--- src/rtl/cpu_ctrl_pkg.sv ---
// Shared control-path constants for the RISC core: FSM state encodings and opcode width.
package cpu_ctrl_pkg;

    localparam int OPCODE_W = 4;
    localparam int STATE_W  = 3;

    localparam logic [OPCODE_W-1:0] HALT_OPCODE_DEF = 4'hF;

    typedef enum logic [STATE_W-1:0] {
        ST_IDLE   = 3'd0,
        ST_FETCH  = 3'd1,
        ST_LOAD   = 3'd2,
        ST_DECODE = 3'd3,
        ST_EXEC   = 3'd4,
        ST_PCUPD  = 3'd5,
        ST_HALT   = 3'd6,
        ST_FAULT  = 3'd7
    } fetch_state_t;

endpackage

--- src/rtl/fetch_sequencer.sv ---
// Instruction fetch sequencer: memory handshake, IR load, execute hand-off, PC update.
// state | meaning: IDLE wait run_en | FETCH mem_req | LOAD ldir | DECODE opcode | EXEC wait done | PCUPD pc_inc/pc_load | HALT | FAULT
module fetch_sequencer
    import cpu_ctrl_pkg::*;
#(
    parameter int                  MEM_TIMEOUT = 16,
    parameter logic [OPCODE_W-1:0] HALT_OPCODE = HALT_OPCODE_DEF,
    parameter int                  CNT_W       = 16,
    parameter int                  TMR_W       = 8
) (
    input  logic                clk,
    input  logic                rst,
    input  logic                run_en,
    input  logic                mem_ack,
    input  logic [OPCODE_W-1:0] opcode,
    input  logic                exec_done,
    input  logic                branch_taken,
    output logic                mem_req,
    output logic                ldir,
    output logic                exec_start,
    output logic                pc_inc,
    output logic                pc_load,
    output logic                halted,
    output logic                fault,
    output logic [CNT_W-1:0]    retired,
    output logic [STATE_W-1:0]  state_dbg
);

    fetch_state_t       r_state;
    fetch_state_t       w_state_nxt;
    logic [TMR_W-1:0]   r_timer;
    logic [CNT_W-1:0]   r_retired;
    logic               r_exec_start;
    logic               r_branch;
    logic               w_timer_exp;

    assign w_timer_exp = (r_timer == TMR_W'(MEM_TIMEOUT - 1));

    always_ff @(posedge clk) begin
        if (rst) begin
            r_state <= ST_IDLE;
        end else begin
            r_state <= w_state_nxt;
        end
    end

    // An ack on the expiry cycle still completes the fetch.
    always_comb begin
        w_state_nxt = r_state;
        case (r_state)
            ST_IDLE: begin
                if (run_en) w_state_nxt = ST_FETCH;
            end
            ST_FETCH: begin
                if (mem_ack)          w_state_nxt = ST_LOAD;
                else if (w_timer_exp) w_state_nxt = ST_FAULT;
            end
            ST_LOAD:   w_state_nxt = ST_DECODE;
            ST_DECODE: begin
                if (opcode == HALT_OPCODE) w_state_nxt = ST_HALT;
                else                       w_state_nxt = ST_EXEC;
            end
            ST_EXEC: begin
                if (exec_done) w_state_nxt = ST_PCUPD;
            end
            ST_PCUPD: begin
                if (run_en) w_state_nxt = ST_FETCH;
                else        w_state_nxt = ST_IDLE;
            end
            ST_HALT:  w_state_nxt = ST_HALT;
            ST_FAULT: w_state_nxt = ST_FAULT;
            default:  w_state_nxt = ST_IDLE;
        endcase
    end

    // Timer counts FETCH cycles and restarts from zero on every entry.
    always_ff @(posedge clk) begin
        if (rst) begin
            r_timer <= '0;
        end else if ((r_state == ST_FETCH) && (w_state_nxt == ST_FETCH)) begin
            r_timer <= r_timer + TMR_W'(1);
        end else begin
            r_timer <= '0;
        end
    end

    always_ff @(posedge clk) begin
        if (rst) begin
            r_exec_start <= 1'b0;
            r_branch     <= 1'b0;
            r_retired    <= '0;
        end else begin
            r_exec_start <= (r_state == ST_DECODE) && (w_state_nxt == ST_EXEC);
            if ((r_state == ST_EXEC) && exec_done) begin
                r_branch <= branch_taken;
            end
            if (r_state == ST_PCUPD) begin
                r_retired <= r_retired + CNT_W'(1);
            end
        end
    end

    always_comb begin
        mem_req    = 1'b0;
        ldir       = 1'b0;
        exec_start = 1'b0;
        pc_inc     = 1'b0;
        pc_load    = 1'b0;
        halted     = 1'b0;
        fault      = 1'b0;
        case (r_state)
            ST_FETCH: mem_req    = 1'b1;
            ST_LOAD:  ldir       = 1'b1;
            ST_EXEC:  exec_start = r_exec_start;
            ST_PCUPD: begin
                pc_inc  = ~r_branch;
                pc_load = r_branch;
            end
            ST_HALT:  halted = 1'b1;
            ST_FAULT: fault  = 1'b1;
            default: ;
        endcase
    end

    assign retired   = r_retired;
    assign state_dbg = r_state;

endmodule

--- config.mk ---
export PLATFORM = sky130hd
export DESIGN_NAME = fetch_sequencer
export DESIGN_NICKNAME = d
export VERILOG_FILES = /design/src/rtl/cpu_ctrl_pkg.sv /design/src/rtl/fetch_sequencer.sv
export SDC_FILE = /design/constraint.sdc
export NUM_CORES = 1
export LEC_CHECK = 0
export CORE_AREA = 2 2 66 68
export DETAILED_ROUTE_END_ITERATION = 16
export DIE_AREA = 0 0 68 70
export DONT_BUFFER_PORTS = 1
export GPL_TIMING_DRIVEN = 0
export HOLD_SLACK_MARGIN = 0.15
export PLACE_DENSITY = 0.44
export SLEW_MARGIN = 20
export SYNTH_ARGS = -nofsm -noshare
export SYNTH_HDL_FRONTEND = slang
export SYNTH_SLANG_ARGS = --single-unit
--- constraint.sdc ---
create_clock -name clk -period 3 [get_ports clk]
set_clock_uncertainty 0.1 [all_clocks]
set_input_delay 0.75 -clock clk [delete_from_list [all_inputs] [get_ports clk]]
set_output_delay 0.75 -clock clk [all_outputs]
set_load 0.1 [all_outputs]
==> flow_metrics.py, run 1 <==
metrics = {
    "synth": {
        "yosys_register_bits": 29,
        "synth_cells": 159,
        "synth_edf_count": 0,
        "ys_types": 35,
        "syn-num-nets": 171,
        "syn_area_um2": 1370,
        "ys_seq_area_frac": 0.425,
        "synth_area_per_cell_um2": 8.59,
        "synthFlopType": "dfxtp_1",
        "postSynth.asyncResetShare": 0,
        "yosysWarnings": 0,
    },
    "floorplan": {
        "core_um2": 4140,
        "dieWidth_um": 68,
        "die_y_um": 70,
        "ios": 36,
        "dieArea_um2": 4760,
        "initial_core_util": 0.330,
        "fp-row-count": 24,
    },
    "placement": {
        "io_buffers": 0,
        "pre_cts_ws_ns": -0.0601,
        "dp_hpwl_um": 2290,
        "globalplace.congestion": 0.791,
    },
    "cts": {
        "htree_levels": 2,
        "cts_tree": "done",
        "cts.sinks": 29,
        "clk_latency_ns": 0.27,
        "cts_inserted_buffers": 5,
        "clock-root-buffer": "clkbuf_8",
        "clk_path_buf_depth": 2,
        "clkTransAtPathRegs_ns": 0.06,
        "hold_buffers": 0,
    },
    "sta": {
        "setup_viol": 0,
        "rsz0062_at_grt": "no",
        "clock.fmax_mhz": 342,
        "worst_slew_pin_slew_ns": 1.13,
        "fin_ws_ns": 0.0733,
        "fin_setup_tns_ns": 0,
        "hold_violations": 0,
        "slew_viol_final": 0,
        "fin_crit_sh": 0.976,
        "fin_crit_ns": 2.93,
        "slew_headroom": 0.242,
    },
    "pwr": {
        "power_leakage_nw": 0.528,
        "power.density_nw_per_um2": 573,
        "p_total_w": 0.000903,
        "vdd_drop_max_uv": 214,
    },
    "global_route": {
        "grt_pass1_wl_um": 5180,
        "grt_antenna_before_repair": 0,
        "overflow": 0,
        "grt_max_degree": 11,
        "grt.total_usage": 0.145,
        "grt_pass1_vias": 1136,
    },
    "critical_path": {
        "path_max_fanout": 10,
        "r2r_end": "retired[15]",
        "worstSetupPathType": "reg2out",
        "cp_data_required_time_ns": 2.15,
        "critical_path_arrival_ns": 2.08,
        "startpoint_type": "flop",
        "r2r_setup_slack_ns": 0.17,
        "cp-end-kind": "primary output",
        "crit_path_end": "exec_start",
        "ff2ff_path_depth": 4,
        "r2r_start": "retired[5]",
        "crit_start": "state_dbg[0]",
    },
    "final_layout": {
        "area.growth.synth_to_final_pct": 15.4,
        "n_antenna_cell": 0,
        "final_common_cell": "dfxtp_1",
        "fin_nets": 178,
        "final_layout_size_suffix_gt1_frac": 0.133,
        "layout_common_cells": "dfxtp_1, nor2_1, xnor2_1",
    },
    "job": {
        "drv_cap": 0,
    },
    "drt": {
        "vias": 1102,
        "finalWirelength_um": 3000,
        "drtAntennaViolNets": 0,
        "firstDrtPassIters": 4,
        "via_per_inst": 5.06,
        "drc_errors": 0,
        "drtIter0Drc": 45,
        "wl_per_cell_um": 13.8,
    },
    "min_path": {
        "hp-class": "reg2reg",
    },
    "status": {
        "status": "completed",
    },
}
==> layout make-up <==
cell class	count	area, µm²
fill	431	2570
multi-input combinational	116	761
sequential	29	592
clock buffer	7	86.3
tap	52	65.1
buffer	8	50.0
inverter	6	22.5
==> how the worst min path moves through the flow <==
stage               start    endpoint  slack, ns  depth (start not counted)
3_3_place_gp   r_timer[0]  r_timer[0]       0.33                          1
6_report       r_timer[0]  r_timer[0]       0.35                          1
3_5_place_dp   r_timer[0]  r_timer[0]       0.34                          1
5_1_grt        r_timer[0]  r_timer[0]       0.37                          1
2_1_floorplan  r_timer[0]  r_timer[0]       0.32                          1
4_1_cts        r_timer[0]  r_timer[0]       0.35                          1
==> state kept, by name, indices dropped and copies added, names as in the netlist <==
| register | flops |
|---|---|
| r_branch | 1 |
| retired | 16 |
| r_timer | 8 |
| state_dbg | 3 |
| r_exec_start | 1 |
==> metal layers <==
layer	GRT usage	up-vias	part of all wire
met5	0	-	0
met4	0.0711	0	0.032
met3	0.0628	7	0.070
met2	0.237	20	0.49
met1	0.156	500	0.40
li1	-	575	-
==> worst max-delay path: stages (launching register included) <==
cell,delay [ns]
dfxtp_4,0.46
buf_4,0.22
nand2b_2,0.23
nor3b_4,0.88
==> where the power goes <==
group,switching [W],internal (W),leakage (nW)
Sequential,0.0000637,0.000396,0.236
Combinational,0.0000905,0.0000365,0.247
Clock,0.000136,0.000181,0.0443
==> cell families after synthesis <==
group	count (synthesis)	synth area share
AO/OA/AOI/OAI	19	0.0925
XOR/XNOR	17	0.109
adder cells (fa/ha/maj)	2	0.0183
buffers and inverters	14	0.0458
flip-flops	29	0.425
multiplexers	1	0.00733
AND/OR/NAND/NOR	77	0.302
==> stage by stage <==
step,hold slack [ns],util,instances,instance area [µm²]
after floorplan,0.318,-,159,1400
after global placement,0.331,0.354,211,1470
after detailed placement,0.343,0.354,211,1470
after CTS,0.354,0.379,218,1570
after global routing,0.370,0.380,218,1580
final,0.350,0.380,218,1580
==> Yosys cell counts (2+ instances only) <==
| master | count | area (µm²) |
|---|---|---|
| nand3_1 | 8 | 40.0 |
| xnor2_1 | 9 | 78.8 |
| buf_2 | 2 | 10.0 |
| xor2_1 | 8 | 70.1 |
| o21ai_0 | 3 | 15.0 |
| and3_1 | 4 | 25.0 |
| inv_1 | 6 | 22.5 |
| o31ai_1 | 2 | 15.0 |
| nor3_1 | 6 | 30.0 |
| nand2b_1 | 2 | 12.5 |
| or4_1 | 2 | 15.0 |
| or3_1 | 5 | 31.3 |
| clkbuf_1 | 5 | 18.8 |
| a21oi_1 | 8 | 40.0 |
| nor4_1 | 4 | 25.0 |
| nand2_1 | 6 | 22.5 |
| ha_1 | 2 | 25.0 |
| nand4_1 | 7 | 43.8 |
| nor3b_1 | 2 | 15.0 |
| nor2_1 | 25 | 93.8 |
| dfxtp_1 | 29 | 581 |
==> timing repair <==
action                                  in CTS  in global routing
buffers inserted                             0                  0
endpoints found under the setup margin       7                  2
resized for setup                            9                  3
pin swaps                                    2                  2
Power figures use the tool's default switching activity.
==> run 2: changes to the inputs <==
- CORE_AREA: 2 2 66 68 -> 2 2 59 61
- DIE_AREA: 0 0 68 70 -> 0 0 61 63
- PLACE_DENSITY: 0.44 -> 0.53
==> run 2 against run 1 <==
Via count up 4.8%. Critical path type unchanged. Final area rose by 1.7%. Non-clock buffer count rose by 5. Largest power group unchanged.
==> flow_metrics.py, run 2 (same netlist as run 1, synthesis figures left out) <==
metrics = {
    "status": {
        "status": "completed",
    },
    "cts": {
        "clk_path_buf_depth": 2,
        "hold_buffers": 0,
        "clk_latency_ns": 0.32,
        "clkTransAtPathRegs_ns": 0.09,
        "cts_tree": "done",
        "cts_inserted_buffers": 5,
        "cts.sinks": 29,
        "clock-root-buffer": "clkbuf_4",
        "htree_levels": 2,
    },
    "pwr": {
        "power_frac_clock": 0.308,
        "intPower_w": 0.000585,
        "combPwrFrac": 0.169,
        "power.density_nw_per_um2": 548,
        "seqPwrFrac": 0.523,
        "p_sw_frac": 0.334,
        "p_total_w": 0.000878,
        "power_leakage_nw": 0.554,
        "switchingPower_w": 0.000293,
        "vdd_drop_max_uv": 297,
    },
    "placement": {
        "io_buffers": 0,
        "dp_cells": 205,
        "pre_cts_ws_ns": -0.0446,
        "dp_hpwl_um": 2040,
        "globalplace.congestion": 0.716,
    },
    "sta": {
        "fin_crit_sh": 0.973,
        "worst_slew_pin_slew_ns": 1.13,
        "setup_viol": 0,
        "rsz0062_at_grt": "no",
        "slew_viol_final": 0,
        "clock.fmax_mhz": 343,
        "slew_headroom": 0.248,
        "hold_violations": 0,
        "fin_setup_tns_ns": 0,
        "fin_ws_ns": 0.0813,
        "fin_crit_ns": 2.92,
    },
    "global_route": {
        "grt_pass1_wl_um": 4800,
        "overflow": 0,
        "grt_antenna_before_repair": 0,
        "grt.total_usage": 0.167,
        "grt_pass1_vias": 1121,
        "grt_max_degree": 11,
    },
    "drt": {
        "wirelength_met1_um": 1320,
        "firstDrtPassIters": 4,
        "top_layer": "met4",
        "drc_errors": 0,
        "drtAntennaViolNets": 0,
        "finalWirelength_um": 2870,
        "vias": 1155,
        "wl_met2_um": 1340,
        "via_per_inst": 5.30,
        "drtIter0Drc": 47,
        "wl_per_cell_um": 13.2,
        "dr_wl_met3_um": 183,
    },
    "critical_path": {
        "worstSetupPathType": "reg2out",
        "cp_data_required_time_ns": 2.15,
        "crit_path_cell_trace": "buf_8 > nand2b_2 > nor3b_4",
        "startpoint_type": "flop",
        "path_max_fanout": 5,
        "worst_path_largest_cell_delay_ns": 0.88,
        "slowest_stage": "nor3b_4",
        "cp-end-kind": "primary output",
        "worstSetupPathDepth": 3,
        "critical_path_arrival_ns": 2.07,
        "cpLargestDelayFamily": "simple AND/OR/NAND/NOR gates",
        "path_buf_inv": 1,
        "ff2ff_path_depth": 4,
    },
    "job": {
        "drv_cap": 0,
    },
    "final_layout": {
        "final_common_cell": "dfxtp_1",
        "final_layout_size_suffix_gt1_frac": 0.174,
        "fin_cells": 218,
        "area.growth.synth_to_final_pct": 17.3,
        "n_antenna_cell": 0,
        "fin_util": 0.496,
        "layout_common_cells": "dfxtp_1, nor2_1, xnor2_1",
        "largest_reg_flops": 16,
        "fin_nets": 183,
    },
    "floorplan": {
        "core_um2": 3230,
        "initial_core_util": 0.423,
        "ios": 36,
        "die_y_um": 63,
        "fp-row-count": 21,
        "dieWidth_um": 61,
        "dieArea_um2": 3840,
    },
    "min_path": {
        "min_path_cells": 1,
        "hp-class": "reg2reg",
    },
}
[run 2: per-stage QoR]
step,instance area [µm²],hold WS [ns]
global placement,1460,0.330
CTS,1560,0.368
floorplan,1400,0.318
detailed placement,1460,0.357
finish,1600,0.366
global route,1600,0.401
[run 2: routing by layer]
metal  vias up  global-route usage
li1        578                   -
met1       542               0.205
met2        31               0.251
met3         4              0.0807
met4         0              0.0571
met5         -                   0
[run 2: worst paths after layout]
check / start / endpoint / slack, ns
max: state_dbg[0] / exec_start / 0.08
min: r_timer[0] / r_timer[0] / 0.37
max reg2reg: retired[5] / retired[15] / 0.18
min reg2reg: r_timer[0] / r_timer[0] / 0.37
[run 2: layout make-up]
cell class | count | area [µm²]
multi-input cells | 116 | 762
repair buffers | 5 | 37.5
clock inverters | 1 | 5.00
plain buffers | 8 | 61.3
well taps | 46 | 57.6
clock buffers | 7 | 65.1
flip-flops and latches | 29 | 592
inverters | 6 | 22.5
fillers | 343 | 1630
[run 2: what timing repair did]
item | 4_1_cts | 5_1_grt
gates cloned | 0 | 0
pin swaps | 1 | 2
gates resized for setup | 12 | 3
setup endpoints to repair | 7 | 2
setup buffers | 0 | 5
[run 2: power by group through the flow]
stage	clock network (W)	registers [W]	logic [W]
global route	0.000304	0.000461	0.000159
CTS	0.000283	0.000459	0.000130
detailed placement	0	0.000466	0.000121
finish	0.000271	0.000459	0.000148
floorplan	0	0.000462	0.000107
global placement	0	0.000466	0.000120
